<file path="src/rtl/lcd1602_pkg.sv">
// Shared definitions for the LCD1602 bus receiver: instruction decode,
// DDRAM address ranges, blank character, FSM states and cursor helpers.
package lcd1602_pkg;

    // Instruction classes, selected by the highest set bit of the byte
    typedef enum logic [3:0] {
        I_SET_DDRAM,
        I_SET_CGRAM,
        I_FUNC_SET,
        I_SHIFT,
        I_DISP_CTRL,
        I_ENTRY_MODE,
        I_HOME,
        I_CLEAR,
        I_NONE
    } instr_e;

    typedef enum logic [1:0] {
        ST_CLEARING = 2'd0,
        ST_IDLE     = 2'd1,
        ST_EXEC     = 2'd2
    } state_e;

    typedef struct packed {
        logic display_on;
        logic cursor_on;
        logic blink_on;
        logic mode_8bit;
        logic two_line;
        logic entry_inc;
        logic entry_shift;
    } lcd_flags_t;

    localparam lcd_flags_t FLAGS_RESET = '{display_on: 1'b0, cursor_on: 1'b0, blink_on: 1'b0,
                                           mode_8bit: 1'b1, two_line: 1'b0, entry_inc: 1'b1,
                                           entry_shift: 1'b0};

    // Opcode mask/value pairs
    localparam logic [7:0] OP_DDRAM_MASK = 8'h80, OP_DDRAM_VAL = 8'h80;
    localparam logic [7:0] OP_CGRAM_MASK = 8'hC0, OP_CGRAM_VAL = 8'h40;
    localparam logic [7:0] OP_FUNC_MASK  = 8'hE0, OP_FUNC_VAL  = 8'h20;
    localparam logic [7:0] OP_SHIFT_MASK = 8'hF0, OP_SHIFT_VAL = 8'h10;
    localparam logic [7:0] OP_DISP_MASK  = 8'hF8, OP_DISP_VAL  = 8'h08;
    localparam logic [7:0] OP_ENTRY_MASK = 8'hFC, OP_ENTRY_VAL = 8'h04;
    localparam logic [7:0] OP_HOME_MASK  = 8'hFE, OP_HOME_VAL  = 8'h02;
    localparam logic [7:0] OP_CLEAR_VAL  = 8'h01;

    // DDRAM address bounds for the two rows
    localparam logic [6:0] DDRAM_ROW0_MIN = 7'h00;
    localparam logic [6:0] DDRAM_ROW0_MAX = 7'h27;
    localparam logic [6:0] DDRAM_ROW1_MIN = 7'h40;
    localparam logic [6:0] DDRAM_ROW1_MAX = 7'h67;

    localparam logic [7:0] BLANK_CHAR = 8'h20;

    function automatic instr_e decode_instr(input logic [7:0] b);
        instr_e r;
        if ((b & OP_DDRAM_MASK) == OP_DDRAM_VAL)      r = I_SET_DDRAM;
        else if ((b & OP_CGRAM_MASK) == OP_CGRAM_VAL) r = I_SET_CGRAM;
        else if ((b & OP_FUNC_MASK) == OP_FUNC_VAL)   r = I_FUNC_SET;
        else if ((b & OP_SHIFT_MASK) == OP_SHIFT_VAL) r = I_SHIFT;
        else if ((b & OP_DISP_MASK) == OP_DISP_VAL)   r = I_DISP_CTRL;
        else if ((b & OP_ENTRY_MASK) == OP_ENTRY_VAL) r = I_ENTRY_MODE;
        else if ((b & OP_HOME_MASK) == OP_HOME_VAL)   r = I_HOME;
        else if (b == OP_CLEAR_VAL)                   r = I_CLEAR;
        else                                          r = I_NONE;
        return r;
    endfunction

    function automatic logic ddram_valid(input logic [6:0] a);
        return (a <= DDRAM_ROW0_MAX) || ((a >= DDRAM_ROW1_MIN) && (a <= DDRAM_ROW1_MAX));
    endfunction

    // Row 0 end continues on row 1; row 1 end wraps to the start of row 0
    function automatic logic [6:0] cursor_inc(input logic [6:0] a);
        logic [6:0] r;
        if (a == DDRAM_ROW0_MAX)      r = DDRAM_ROW1_MIN;
        else if (a == DDRAM_ROW1_MAX) r = DDRAM_ROW0_MIN;
        else                          r = a + 7'd1;
        return r;
    endfunction

    function automatic logic [6:0] cursor_dec(input logic [6:0] a);
        logic [6:0] r;
        if (a == DDRAM_ROW0_MIN)      r = DDRAM_ROW1_MAX;
        else if (a == DDRAM_ROW1_MIN) r = DDRAM_ROW0_MAX;
        else                          r = a - 7'd1;
        return r;
    endfunction

endpackage

</file>
<file path="src/rtl/lcd1602_bus_receiver_if.sv">
// HD44780-style parallel bus: the controller drives it, the receiver watches it.
interface lcd1602_bus_receiver_if #(
    parameter int DATA_BITS = 8
);
    logic                 lcd_rs;
    logic                 lcd_rw;
    logic                 lcd_enable;
    logic [DATA_BITS-1:0] lcd_data;

    modport master (output lcd_rs, output lcd_rw, output lcd_enable, output lcd_data);
    modport slave  (input  lcd_rs, input  lcd_rw, input  lcd_enable, input  lcd_data);
endinterface

</file>
<file path="src/rtl/lcd_bus_sync.sv">
// Synchronizer chain for the asynchronous LCD bus plus enable falling-edge
// detect. rs/rw/data are taken from the sample just before enable dropped.
module lcd_bus_sync #(
    parameter int DATA_BITS   = 8,
    parameter int SYNC_STAGES = 2
) (
    input  logic                 clk,
    input  logic                 reset,
    input  logic                 lcd_rs,
    input  logic                 lcd_rw,
    input  logic                 lcd_enable,
    input  logic [DATA_BITS-1:0] lcd_data,
    output logic                 strobe,
    output logic                 rs,
    output logic                 rw,
    output logic [DATA_BITS-1:0] data
);
    localparam int W = DATA_BITS + 3;

    logic [W-1:0] sync_r [SYNC_STAGES];
    logic [W-1:0] prev_r;

    // Shift bus samples through the synchronizer, keep one older sample
    always_ff @(posedge clk) begin
        if (reset) begin
            for (int i = 0; i < SYNC_STAGES; i++) sync_r[i] <= {W{1'b0}};
            prev_r <= {W{1'b0}};
        end else begin
            sync_r[0] <= {lcd_enable, lcd_rw, lcd_rs, lcd_data};
            for (int i = 1; i < SYNC_STAGES; i++) sync_r[i] <= sync_r[i-1];
            prev_r <= sync_r[SYNC_STAGES-1];
        end
    end

    assign strobe = prev_r[W-1] & ~sync_r[SYNC_STAGES-1][W-1];
    assign rw     = prev_r[W-2];
    assign rs     = prev_r[W-3];
    assign data   = prev_r[DATA_BITS-1:0];

endmodule

</file>
<file path="src/rtl/lcd1602_bus_receiver.sv">
// LCD1602 bus responder: decodes instructions and character writes from the
// controller and keeps a 2x16 shadow DDRAM, cursor and mode flags.
// Optional busy-timing checker enabled by defining LCD_RX_BUSY_CHECK_EN.
module lcd1602_bus_receiver
    import lcd1602_pkg::*;
#(
    parameter int DATA_BITS   = 8,
    parameter int NUM_COLS    = 16,
    parameter int NUM_ROWS    = 2,
    parameter int SYNC_STAGES = 2
`ifdef LCD_RX_BUSY_CHECK_EN
    ,
    parameter int BUSY_CYCLES       = 2000,
    parameter int BUSY_CYCLES_CLEAR = 80000
`endif
) (
    input  logic                       clk,
    input  logic                       reset,
    lcd1602_bus_receiver_if.slave      bus,
    input  logic [4:0]                 rd_addr,
    output logic [7:0]                 rd_char,
    output logic [6:0]                 cursor_addr,
    output logic                       display_on,
    output logic                       cursor_on,
    output logic                       blink_on,
    output logic                       mode_8bit,
    output logic                       two_line,
    output logic                       entry_inc,
    output logic                       entry_shift,
    output logic                       cmd_valid,
    output logic [7:0]                 cmd_code,
    output logic                       data_valid,
    output logic                       unsupported,
    output logic                       dropped,
    output logic                       protocol_err
);
    localparam int CELLS  = NUM_COLS * NUM_ROWS;
    localparam int CELL_W = $clog2(CELLS);

    logic                 strb_s, rs_s, rw_s;
    logic [DATA_BITS-1:0] data_s;
    state_e               state_r, state_nxt_s;
    instr_e               instr_s;
    logic [CELL_W-1:0]    clr_idx_r;
    logic                 clr_req_r, clr_req_nxt_s;
    lcd_flags_t           flags_r, flags_nxt_s;
    logic [6:0]           cursor_nxt_s;
    logic [7:0]           cmd_code_nxt_s;
    logic                 cmd_valid_nxt_s, data_valid_nxt_s, unsup_nxt_s, dropped_nxt_s;
    logic                 ram_we_s;
    logic [CELL_W-1:0]    ram_waddr_s;
    logic [7:0]           ram_wdata_s;
    logic [7:0]           ram_r [CELLS];

    lcd_bus_sync #(.DATA_BITS(DATA_BITS), .SYNC_STAGES(SYNC_STAGES)) u_sync (
        .clk        (clk),
        .reset      (reset),
        .lcd_rs     (bus.lcd_rs),
        .lcd_rw     (bus.lcd_rw),
        .lcd_enable (bus.lcd_enable),
        .lcd_data   (bus.lcd_data),
        .strobe     (strb_s),
        .rs         (rs_s),
        .rw         (rw_s),
        .data       (data_s)
    );

    // Next-state, access decode and shadow RAM write selection
    always_comb begin
        state_nxt_s      = state_r;
        cursor_nxt_s     = cursor_addr;
        flags_nxt_s      = flags_r;
        cmd_code_nxt_s   = cmd_code;
        cmd_valid_nxt_s  = 1'b0;
        data_valid_nxt_s = 1'b0;
        unsup_nxt_s      = 1'b0;
        dropped_nxt_s    = 1'b0;
        clr_req_nxt_s    = 1'b0;
        ram_we_s         = 1'b0;
        ram_waddr_s      = clr_idx_r;
        ram_wdata_s      = BLANK_CHAR;
        instr_s          = decode_instr(data_s[7:0]);
        case (state_r)
            ST_CLEARING: begin
                ram_we_s      = 1'b1;
                dropped_nxt_s = strb_s;
                if (clr_idx_r == CELL_W'(CELLS - 1)) state_nxt_s = ST_IDLE;
                else                                 state_nxt_s = ST_CLEARING;
            end
            ST_EXEC: begin
                if (clr_req_r) state_nxt_s = ST_CLEARING;
                else           state_nxt_s = ST_IDLE;
            end
            ST_IDLE: begin
                if (strb_s) begin
                    state_nxt_s = ST_EXEC;
                    if (rw_s) begin
                        unsup_nxt_s = 1'b1;
                    end else if (rs_s) begin
                        data_valid_nxt_s = 1'b1;
                        ram_wdata_s      = data_s[7:0];
                        // Only the visible window of each row is shadowed
                        if (cursor_addr <= 7'(NUM_COLS - 1)) begin
                            ram_we_s    = 1'b1;
                            ram_waddr_s = CELL_W'(cursor_addr);
                        end else if ((cursor_addr >= DDRAM_ROW1_MIN) &&
                                     (cursor_addr <= DDRAM_ROW1_MIN + 7'(NUM_COLS - 1))) begin
                            ram_we_s    = 1'b1;
                            ram_waddr_s = CELL_W'(cursor_addr - DDRAM_ROW1_MIN) + CELL_W'(NUM_COLS);
                        end else begin
                            ram_we_s    = 1'b0;
                        end
                        if (flags_r.entry_inc) cursor_nxt_s = cursor_inc(cursor_addr);
                        else                   cursor_nxt_s = cursor_dec(cursor_addr);
                    end else begin
                        cmd_valid_nxt_s = 1'b1;
                        cmd_code_nxt_s  = data_s[7:0];
                        case (instr_s)
                            I_SET_DDRAM: begin
                                if (ddram_valid(data_s[6:0])) cursor_nxt_s = data_s[6:0];
                                else                          unsup_nxt_s  = 1'b1;
                            end
                            I_FUNC_SET: begin
                                flags_nxt_s.mode_8bit = data_s[4];
                                flags_nxt_s.two_line  = data_s[3];
                            end
                            I_DISP_CTRL: begin
                                flags_nxt_s.display_on = data_s[2];
                                flags_nxt_s.cursor_on  = data_s[1];
                                flags_nxt_s.blink_on   = data_s[0];
                            end
                            I_ENTRY_MODE: begin
                                flags_nxt_s.entry_inc   = data_s[1];
                                flags_nxt_s.entry_shift = data_s[0];
                            end
                            I_HOME: cursor_nxt_s = DDRAM_ROW0_MIN;
                            I_CLEAR: begin
                                cursor_nxt_s          = DDRAM_ROW0_MIN;
                                flags_nxt_s.entry_inc = 1'b1;
                                clr_req_nxt_s         = 1'b1;
                            end
                            default: unsup_nxt_s = 1'b1;
                        endcase
                    end
                end else begin
                    state_nxt_s = ST_IDLE;
                end
            end
            default: state_nxt_s = ST_CLEARING;
        endcase
    end

    // FSM state, sweep index, cursor, flags and one-cycle event pulses
    always_ff @(posedge clk) begin
        if (reset) begin
            state_r     <= ST_CLEARING;
            clr_idx_r   <= {CELL_W{1'b0}};
            clr_req_r   <= 1'b0;
            cursor_addr <= DDRAM_ROW0_MIN;
            flags_r     <= FLAGS_RESET;
            cmd_code    <= 8'h00;
            cmd_valid   <= 1'b0;
            data_valid  <= 1'b0;
            unsupported <= 1'b0;
            dropped     <= 1'b0;
        end else begin
            state_r     <= state_nxt_s;
            if (state_r == ST_CLEARING) clr_idx_r <= clr_idx_r + CELL_W'(1);
            else                        clr_idx_r <= {CELL_W{1'b0}};
            clr_req_r   <= clr_req_nxt_s;
            cursor_addr <= cursor_nxt_s;
            flags_r     <= flags_nxt_s;
            cmd_code    <= cmd_code_nxt_s;
            cmd_valid   <= cmd_valid_nxt_s;
            data_valid  <= data_valid_nxt_s;
            unsupported <= unsup_nxt_s;
            dropped     <= dropped_nxt_s;
        end
    end

    // Shadow DDRAM write port (clear sweep or character write)
    always_ff @(posedge clk) begin
        if (ram_we_s) ram_r[ram_waddr_s] <= ram_wdata_s;
    end

    // Independent registered read port
    always_ff @(posedge clk) begin
        if (reset) rd_char <= 8'h00;
        else       rd_char <= ram_r[rd_addr];
    end

    assign display_on  = flags_r.display_on;
    assign cursor_on   = flags_r.cursor_on;
    assign blink_on    = flags_r.blink_on;
    assign mode_8bit   = flags_r.mode_8bit;
    assign two_line    = flags_r.two_line;
    assign entry_inc   = flags_r.entry_inc;
    assign entry_shift = flags_r.entry_shift;

`ifdef LCD_RX_BUSY_CHECK_EN
    localparam int BUSY_W = $clog2(BUSY_CYCLES_CLEAR + 1);
    logic [BUSY_W-1:0] busy_cnt_r;

    // Busy countdown after each executed access; early strobes flag an error
    always_ff @(posedge clk) begin
        if (reset) begin
            busy_cnt_r   <= {BUSY_W{1'b0}};
            protocol_err <= 1'b0;
        end else begin
            if (strb_s && (busy_cnt_r != {BUSY_W{1'b0}})) protocol_err <= 1'b1;
            else                                          protocol_err <= protocol_err;
            if ((state_r == ST_IDLE) && strb_s) begin
                if (clr_req_nxt_s) busy_cnt_r <= BUSY_W'(BUSY_CYCLES_CLEAR);
                else               busy_cnt_r <= BUSY_W'(BUSY_CYCLES);
            end else if (busy_cnt_r != {BUSY_W{1'b0}}) begin
                busy_cnt_r <= busy_cnt_r - BUSY_W'(1);
            end else begin
                busy_cnt_r <= busy_cnt_r;
            end
        end
    end
`else
    // Busy checking not built: error flag held low
    always_ff @(posedge clk) begin
        protocol_err <= 1'b0;
    end
`endif

endmodule

</file>
<file path="src/flat_wrapper.sv">
// flat-port wrapper written by rule: the top's interface ports become plain ports
module lcd1602_bus_receiver_flat import lcd1602_pkg::*;
#(
    parameter int DATA_BITS   = 8,
    parameter int NUM_COLS    = 16,
    parameter int NUM_ROWS    = 2,
    parameter int SYNC_STAGES = 2

)
  (clk, reset, rd_addr, rd_char, cursor_addr, display_on, cursor_on, blink_on, mode_8bit, two_line, entry_inc, entry_shift, cmd_valid, cmd_code, data_valid, unsupported, dropped, protocol_err, bus_lcd_rs, bus_lcd_rw, bus_lcd_enable, bus_lcd_data);
  lcd1602_bus_receiver_if #(.DATA_BITS(DATA_BITS)) bus_i ();
  input  logic clk;
  input  logic reset;
  input  logic [4:0] rd_addr;
  output logic [7:0] rd_char;
  output logic [6:0] cursor_addr;
  output logic display_on;
  output logic cursor_on;
  output logic blink_on;
  output logic mode_8bit;
  output logic two_line;
  output logic entry_inc;
  output logic entry_shift;
  output logic cmd_valid;
  output logic [7:0] cmd_code;
  output logic data_valid;
  output logic unsupported;
  output logic dropped;
  output logic protocol_err;
  input wire logic [$bits(bus_i.lcd_rs)-1:0] bus_lcd_rs;
  input wire logic [$bits(bus_i.lcd_rw)-1:0] bus_lcd_rw;
  input wire logic [$bits(bus_i.lcd_enable)-1:0] bus_lcd_enable;
  input wire logic [$bits(bus_i.lcd_data)-1:0] bus_lcd_data;
  assign bus_i.lcd_rs = bus_lcd_rs;
  assign bus_i.lcd_rw = bus_lcd_rw;
  assign bus_i.lcd_enable = bus_lcd_enable;
  assign bus_i.lcd_data = bus_lcd_data;
  lcd1602_bus_receiver #(.DATA_BITS(DATA_BITS), .NUM_COLS(NUM_COLS), .NUM_ROWS(NUM_ROWS), .SYNC_STAGES(SYNC_STAGES)) u_core (.clk(clk), .reset(reset), .bus(bus_i), .rd_addr(rd_addr), .rd_char(rd_char), .cursor_addr(cursor_addr), .display_on(display_on), .cursor_on(cursor_on), .blink_on(blink_on), .mode_8bit(mode_8bit), .two_line(two_line), .entry_inc(entry_inc), .entry_shift(entry_shift), .cmd_valid(cmd_valid), .cmd_code(cmd_code), .data_valid(data_valid), .unsupported(unsupported), .dropped(dropped), .protocol_err(protocol_err));
endmodule
</file>
<file path="config.mk">
export PLATFORM = sky130hd
export DESIGN_NAME = lcd1602_bus_receiver_flat
export DESIGN_NICKNAME = d
export VERILOG_FILES = /design/src/rtl/lcd1602_pkg.sv /design/src/rtl/lcd1602_bus_receiver_if.sv /design/src/rtl/lcd_bus_sync.sv /design/src/rtl/lcd1602_bus_receiver.sv /design/src/flat_wrapper.sv
export SDC_FILE = /design/constraint.sdc
export NUM_CORES = 1
export LEC_CHECK = 0
export BUFFER_PORTS_ARGS = -buffer_cell sky130_fd_sc_hd__buf_2
export CORE_MARGIN = 5
export CORE_UTILIZATION = 25
export DETAILED_ROUTE_END_ITERATION = 8
export PLACE_DENSITY = 0.38
export REMOVE_ABC_BUFFERS = 1
export SLEW_MARGIN = 20
export SYNTH_ARGS = -nofsm -noshare
export SYNTH_HDL_FRONTEND = slang
export SYNTH_SLANG_ARGS = --single-unit
</file>
<file path="constraint.sdc">
create_clock -name clk -period 3.5 [get_ports clk]
set_input_delay 0.175 -clock clk [delete_from_list [all_inputs] [get_ports clk]]
set_output_delay 0.175 -clock clk [all_outputs]
set_load 0.02 [all_outputs]
</file>
==> out/metrics.cfg, run 1 <==
[status]
outcome=finished, final reports clean

[pwr]
p_leak_nw=5.31
powerDensity_mw_per_mm2=540
power.total_mw=8.34
irDropWorstVdd_mv=0.278

[yosys]
yosys.area.top_type=edfxtp_1
synth_edf_count=256
postSynthCellCount=787
avgSynthCellArea_um2=16.6
synthTopCellsByArea=edfxtp_1, dfxtp_1, mux4_2, mux2i_1, nor2_1
ys_ff_latch=331
synth-async-reset-ratio=0
yosys_warnings=0
synthDominantCellAreaShare=0.588
yosys.cell_count.top_type=edfxtp_1
ys_types=66
synth_common_cells=edfxtp_1, dfxtp_1, nor2_1, mux4_2, nor2b_1
synth_ff_type=edfxtp_1
netlist_area_mm2=0.0131
seq_area_frac_synth=0.703

[setup_path]
crit_end=u_core.ram_r[27][4]
path_max_fanout=13
crit_top_cell=nor2_1
critPathLaunch=u_core.cursor_addr[1]
path_depth=5
crit_chain=ha_1 -> nor2_1 -> nor2_2 -> mux2_2 -> nor2_1
start_kind=flop
r2r_setup_slack_ns=0.65
crit_path_top_delay_cell=dfxtp_1
worstSetupPathType=flop to flop
cp_top_family=simple AND/OR/NAND/NOR gates
path_buf_inv=0
r2r_cells=5
critPathMaxStageDelay_ns=0.59
endpoint_kind=flop
crit_required_ns=3.66
r2r_start=u_core.cursor_addr[1]
worstPathArrival_ns=3.01
reg2reg_to=u_core.ram_r[27][4]

[die]
die_x_um=239
fp-row-count=83
ios=53
die_h_um=239
die_area_mm2=0.0570
start_util=0.253
core-area_mm2=0.0516

[sta]
rsz0062_at_grt=false
finalHoldViolCount=0
finalMaxSlewViolations=0
worst_slew_pin_slew_ns=0.834
min_period_ns=2.85
setup_ws_ns=0.650
post-route-period-util=0.814
setup_viol=0
clock.fmax_mhz=351
fin_worst_skew_ns=0.0138
fin_hold_ws_ns=0.228
tns_ns=0
slew_headroom=0.444

[route]
dr_wl_met3_mm=1.46
wl_met1_mm=15.8
wl_per_cell_um=20.7
num_vias=6978
drcViolationCount=0
drt_iter0_markers=564
wl_met2_mm=14.5
vias_per_cell=4.44
wl_mm=32.5
antenna_left=0
dr.pass1.iters=5
top_layer=met4

[final_layout]
diodes=0
final_area_mm2=0.0155
area_growth_pct=18.2
finalNonFillerCells=1573
final_nets=889
fillers=5090
post-route-util=0.299
drive_above_1_share=0.239

[clock_network]
cts_tree=done
cts-htree-levels=2
clock_latency_ns=0.54
root_buffer=clkbuf_16
cts.reportedPaths.clkPinSlew_ns=0.06
cts_buffers=38
clock_sinks=331
cts_setup_buffers=0
clk_path_buf_depth=3

[grt]
grt_pass1_vias=7129
grt_usage=0.113
grt-ovfl-total=0
grt_max_degree=42
antenna_found_initial=0
grt_pass1_wl_mm=48.4

[placement]
io_buffers=51
dpl_cell_area_mm2=0.0142
dp.cells=1495
gp_congestion=0.717
dp_worst_setup_slack_ns=0.644
dp_hpwl_mm=20.7

[run]
timing.max_cap.violations=0

[worst_hold_path]
min_path_type=input pin to flop

where the power goes:
| group | total [mW] | leakage [nW] | switching [mW] | internal (mW) |
|---|---|---|---|---|
| Clock | 3.79 | 0.567 | 1.53 | 2.26 |
| Combinational | 0.281 | 1.61 | 0.168 | 0.113 |
| Sequential | 4.26 | 3.14 | 0.0254 | 4.24 |
routing by layer:
layer  up-vias  GRT usage
met5         -          0
met4         0     0.0350
met3        52     0.0230
met2       139      0.170
met1      3563      0.164
li1       3224          -
kinds of logic after synthesis:
group | count (synthesis) | share of synthesized area
simple gates | 201 | 0.0807
mux | 101 | 0.139
xor+xnor | 6 | 0.00402
other cells | 1 | 0.000287
flops | 331 | 0.703
fa+ha+maj | 4 | 0.00383
buf+inv | 66 | 0.0256
compound gates | 77 | 0.0441
cells in the final DEF, fill, tap and decap left out, types with 3 or more instances in the layout:
| cell | count |
|---|---|
| clkinv_1 | 5 |
| nor3_1 | 12 |
| inv_1 | 11 |
| clkbuf_1 | 11 |
| a221o_1 | 8 |
| xor2_1 | 3 |
| edfxtp_1 | 256 |
| nand2b_1 | 5 |
| dlygate4sd3_1 | 12 |
| clkbuf_16 | 39 |
| mux4_2 | 64 |
| nor2b_1 | 36 |
| nor4_2 | 3 |
| buf_4 | 32 |
| and3_1 | 3 |
| nor4_1 | 3 |
| mux2_2 | 4 |
| nand4_1 | 4 |
| clkbuf_4 | 3 |
| nor3b_1 | 3 |
| o21bai_2 | 3 |
| nand3_1 | 9 |
| and2_1 | 8 |
| mux2i_1 | 33 |
| dfxtp_1 | 75 |
| a21oi_1 | 27 |
| a311oi_1 | 3 |
| ha_1 | 4 |
| buf_2 | 50 |
| nor2_1 | 74 |
| a221oi_1 | 11 |
| nand3b_1 | 3 |
| xnor2_1 | 3 |
| nand2_1 | 25 |
layout make-up:
type | instances | area (um^2) | area share
sequential | 331 | 9190 | 0.595
multi-input combinational | 390 | 3570 | 0.231
clock buffer | 55 | 1070 | 0.0691
tap | 680 | 851 | 0.0551
timing repair buffer | 95 | 631 | 0.0408
clock inverter | 11 | 108 | 0.00696
inverter | 11 | 41.3 | 0.00267
worst reg2reg max path: stages, from the launching register on:
cell and delay, ns:
dfxtp_1 0.59, ha_1 0.35, nor2_1 0.10, nor2_2 0.44
mux2_2 0.44, nor2_1 0.57
worst min path at each step:
stage / from / endpoint / slack, ns / cells past startpoint
6_report: reset / u_core.u_sync.sync_r[0][6] / 0.23 / 2
2_1_floorplan: reset / u_core.u_sync.prev_r[10] / 0.24 / 1
3_5_place_dp: bus_lcd_enable / u_core.u_sync.sync_r[0][10] / 0.39 / 2
4_1_cts: reset / u_core.u_sync.prev_r[6] / 0.21 / 2
3_3_place_gp: bus_lcd_data[0] / u_core.u_sync.sync_r[0][0] / 0.38 / 2
5_1_grt: reset / u_core.u_sync.prev_r[6] / 0.29 / 2
flip-flops by register name (all words and copies together) (netlist names):
register / flops
u_core.clr_idx_r: 5
u_core.u_sync.prev_r: 11
u_core.cmd_valid: 1
u_core.entry_inc: 1
u_core.state_r: 2
u_core.unsupported: 1
u_core.clr_req_r: 1
u_core.cursor_addr: 7
u_core.mode_8bit: 1
u_core.dropped: 1
u_core.two_line: 1
u_core.cursor_on: 1
u_core.cmd_code: 8
u_core.data_valid: 1
u_core.rd_char: 8
u_core.display_on: 1
u_core.ram_r: 256
u_core.entry_shift: 1
u_core.blink_on: 1
u_core.u_sync.sync_r: 22
what timing repair did:
item | 4_1_cts | 5_1_grt
hold endpoints to repair | 19 | 0
gates resized for setup | 0 | 0
hold buffers | 12 | 0
(Power assumes the default switching activity.)
==> run 2: changes to the inputs <==
--- a/config.mk
+++ b/config.mk
@@ -5,6 +5,7 @@
 export SDC_FILE = /design/constraint.sdc
 export NUM_CORES = 1
 export LEC_CHECK = 0
+export ABC_AREA = 1
 export BUFFER_PORTS_ARGS = -buffer_cell sky130_fd_sc_hd__buf_2
 export CORE_MARGIN = 5
 export CORE_UTILIZATION = 25
==> constraint.sdc (replaced) <==
create_clock -name clk -period 2.9 [get_ports clk]
set_input_delay 0.145 -clock clk [delete_from_list [all_inputs] [get_ports clk]]
set_output_delay 0.145 -clock clk [all_outputs]
set_load 0.02 [all_outputs]
==> out/metrics.cfg, run 2 <==
[placement]
io_buffers=51
dp_hpwl_mm=24.8
dpl_cell_area_mm2=0.0150
gp_congestion=0.810

[route]
wl_mm=39.7
num_vias=9463
antenna_left=0
wl_per_cell_um=18.5
vias_per_cell=4.42
dr.pass1.iters=5
drt_iter0_markers=565
drcViolationCount=0

[final_layout]
largest_reg_flops=256
layout.area.seq_mm2=0.00919
layout_commonest_cell=nand2_1
drive_above_1_share=0.145
top_register=u_core.ram_r
layout_common_cells=nand2_1, edfxtp_1, nand3_1, nor2_1
final_nets=1441
final_area_mm2=0.0163
top_regs=u_core.ram_r (256), u_core.u_sync.sync_r (22), u_core.u_sync.prev_r (11)
fillers=5626
diodes=0
multiInputGateArea_mm2=0.00388
area_growth_pct=19.2

[die]
core-area_mm2=0.0541
die_x_um=244
die_h_um=244
start_util=0.253
ios=53
die_area_mm2=0.0597
fp-row-count=85

[yosys]
synth_edf_count=256
netlist_area_mm2=0.0137
synth_common_cells=nand2_1, edfxtp_1, nand3_1, nor2_1, inv_1
yosys.area.top_type=edfxtp_1
yosys_warnings=0
avgSynthCellArea_um2=10.4
synth-async-reset-ratio=0
synthTopCellsByArea=edfxtp_1, dfxtp_1, nand2_1, nand3_1, nor2_1
ys_types=35
postSynthCellCount=1325
synthDominantCellAreaShare=0.560
seq_area_frac_synth=0.670
synth_ff_type=edfxtp_1
yosys.cell_count.top_type=nand2_1
ys_ff_latch=331

[sta]
clock.fmax_mhz=403
tns_ns=0
finalMaxSlewViolations=0
min_period_ns=2.48
post-route-period-util=0.855
rsz0062_at_grt=false
fin_hold_ws_ns=0.192
fin_worst_skew_ns=0.0217
worst_slew_pin_slew_ns=0.907
finalHoldViolCount=0
setup_viol=0
slew_headroom=0.391

[setup_path]
endpoint_kind=flop
worstSetupPathType=flop to flop
worstPathArrival_ns=2.73
path_max_fanout=11
crit_required_ns=3.15
start_kind=flop

[clock_network]
clk_path_buf_depth=3
cts_hold_buf=17
cts.reportedPaths.clkPinSlew_ns=0.06
cts_setup_buffers=0
post_cts_resize_count=0
root_buffer=clkbuf_16
cts_tree=done
clock_latency_ns=0.55
clock_sinks=331
cts_buffers=37
cts-htree-levels=2

[pwr]
p_comb_frac=0.052
switching_share=0.228
seqPwrFrac=0.503
clkPwrFrac=0.445
irDropWorstVdd_mv=0.411
internal_power_mw=7.87
p_leak_nw=6.57
p_switching_mw=2.32
powerDensity_mw_per_mm2=623

[grt]
grt_pass1_vias=9608
grt_max_degree=74
grt_usage=0.131
grt_pass1_wl_mm=59.7
antenna_found_initial=0
grt-ovfl-total=0

[run]
timing.max_cap.violations=0

[worst_hold_path]
min_path_type=input pin to flop

[status]
outcome=finished, final reports clean

## run 2: cell count changes in the layout (fill, tap and decap cells not counted), moves of 33 or more
cell,delta
nand3_1,+161
o21ai_0,+53
mux4_2,-64
nand2_1,+319
mux2i_1,-33
inv_1,+64
nor2_1,+82
nor2b_1,-36
## run 2: path summary, 6_finish.rpt
kind / start / to / slack [ns] / cells past startpoint
worst min register to register: u_core.u_sync.sync_r[0][15] / u_core.u_sync.prev_r[4] / 0.39 / 2
worst max register to register: u_core.cursor_addr[2] / u_core.ram_r[26][4] / 0.42 / 9
worst min-delay path: rd_addr[3] / u_core.rd_char[7] / 0.19 / 3
worst max-delay path: u_core.cursor_addr[2] / u_core.ram_r[26][4] / 0.42 / 9
## run 2: through the flow
| stage | setup slack (ns) | power (mW) | cells | utilization |
|---|---|---|---|---|
| final | 0.419 | 10.2 | 2141 | 0.302 |
| after global routing | 0.180 | 10.6 | 2141 | 0.302 |
| after global placement | 0.490 | 5.75 | 2059 | 0.278 |
| after detailed placement | 0.411 | 5.75 | 2059 | 0.278 |
| after CTS | 0.396 | 10.4 | 2141 | 0.302 |
| after floorplan | 0.318 | 5.48 | 1254 | - |
## run 2: cell families (layout without fill, tap and decap cells)
logic type      count (synthesis)  after routing  synth area share
compound gates                102            102            0.0390
xor+xnor                        3              3           0.00192
fa+ha+maj                       4              4           0.00365
buf+inv                       151            271            0.0484
flops                         331            331             0.670
other cells                     1              1          0.000273
simple gates                  733            733             0.237
## run 2: power groups by stage
stage | clock network [mW] | registers [mW] | logic [mW]
after global placement | 0 | 5.23 | 0.518
after detailed placement | 0 | 5.23 | 0.519
after global routing | 4.88 | 5.13 | 0.589
final | 4.53 | 5.13 | 0.527
after floorplan | 0 | 5.24 | 0.246
after CTS | 4.69 | 5.13 | 0.538
## run 2: per-layer routing
layer	share of wire	routed length, um	global-route usage	up-vias
met3	0.037	1490	0.0239	66
met5	0	0	0	-
li1	-	-	-	4661
met2	0.46	18400	0.214	165
met1	0.47	18800	0.177	4571
met4	0.025	1010	0.0400	0
## run 2: area by class of cell
class | instances | share of cell area
clock buffer | 49 | 0.0631
clock inverter | 16 | 0.00758
inverter | 80 | 0.0185
multi-input combinational | 843 | 0.237
sequential | 331 | 0.562
tap | 696 | 0.0533
timing repair buffer | 126 | 0.0582
## run 2: worst max-delay path, stage by stage, from the launching register on
cell	delay, ns
dfxtp_1	0.50
nand2_2	0.12
nor2_4	0.13
nand3_2	0.21
nand3_2	0.32
nand2_1	0.08
nand2_1	0.16
nand3_4	0.24
nor2_1	0.20
buf_4	0.19
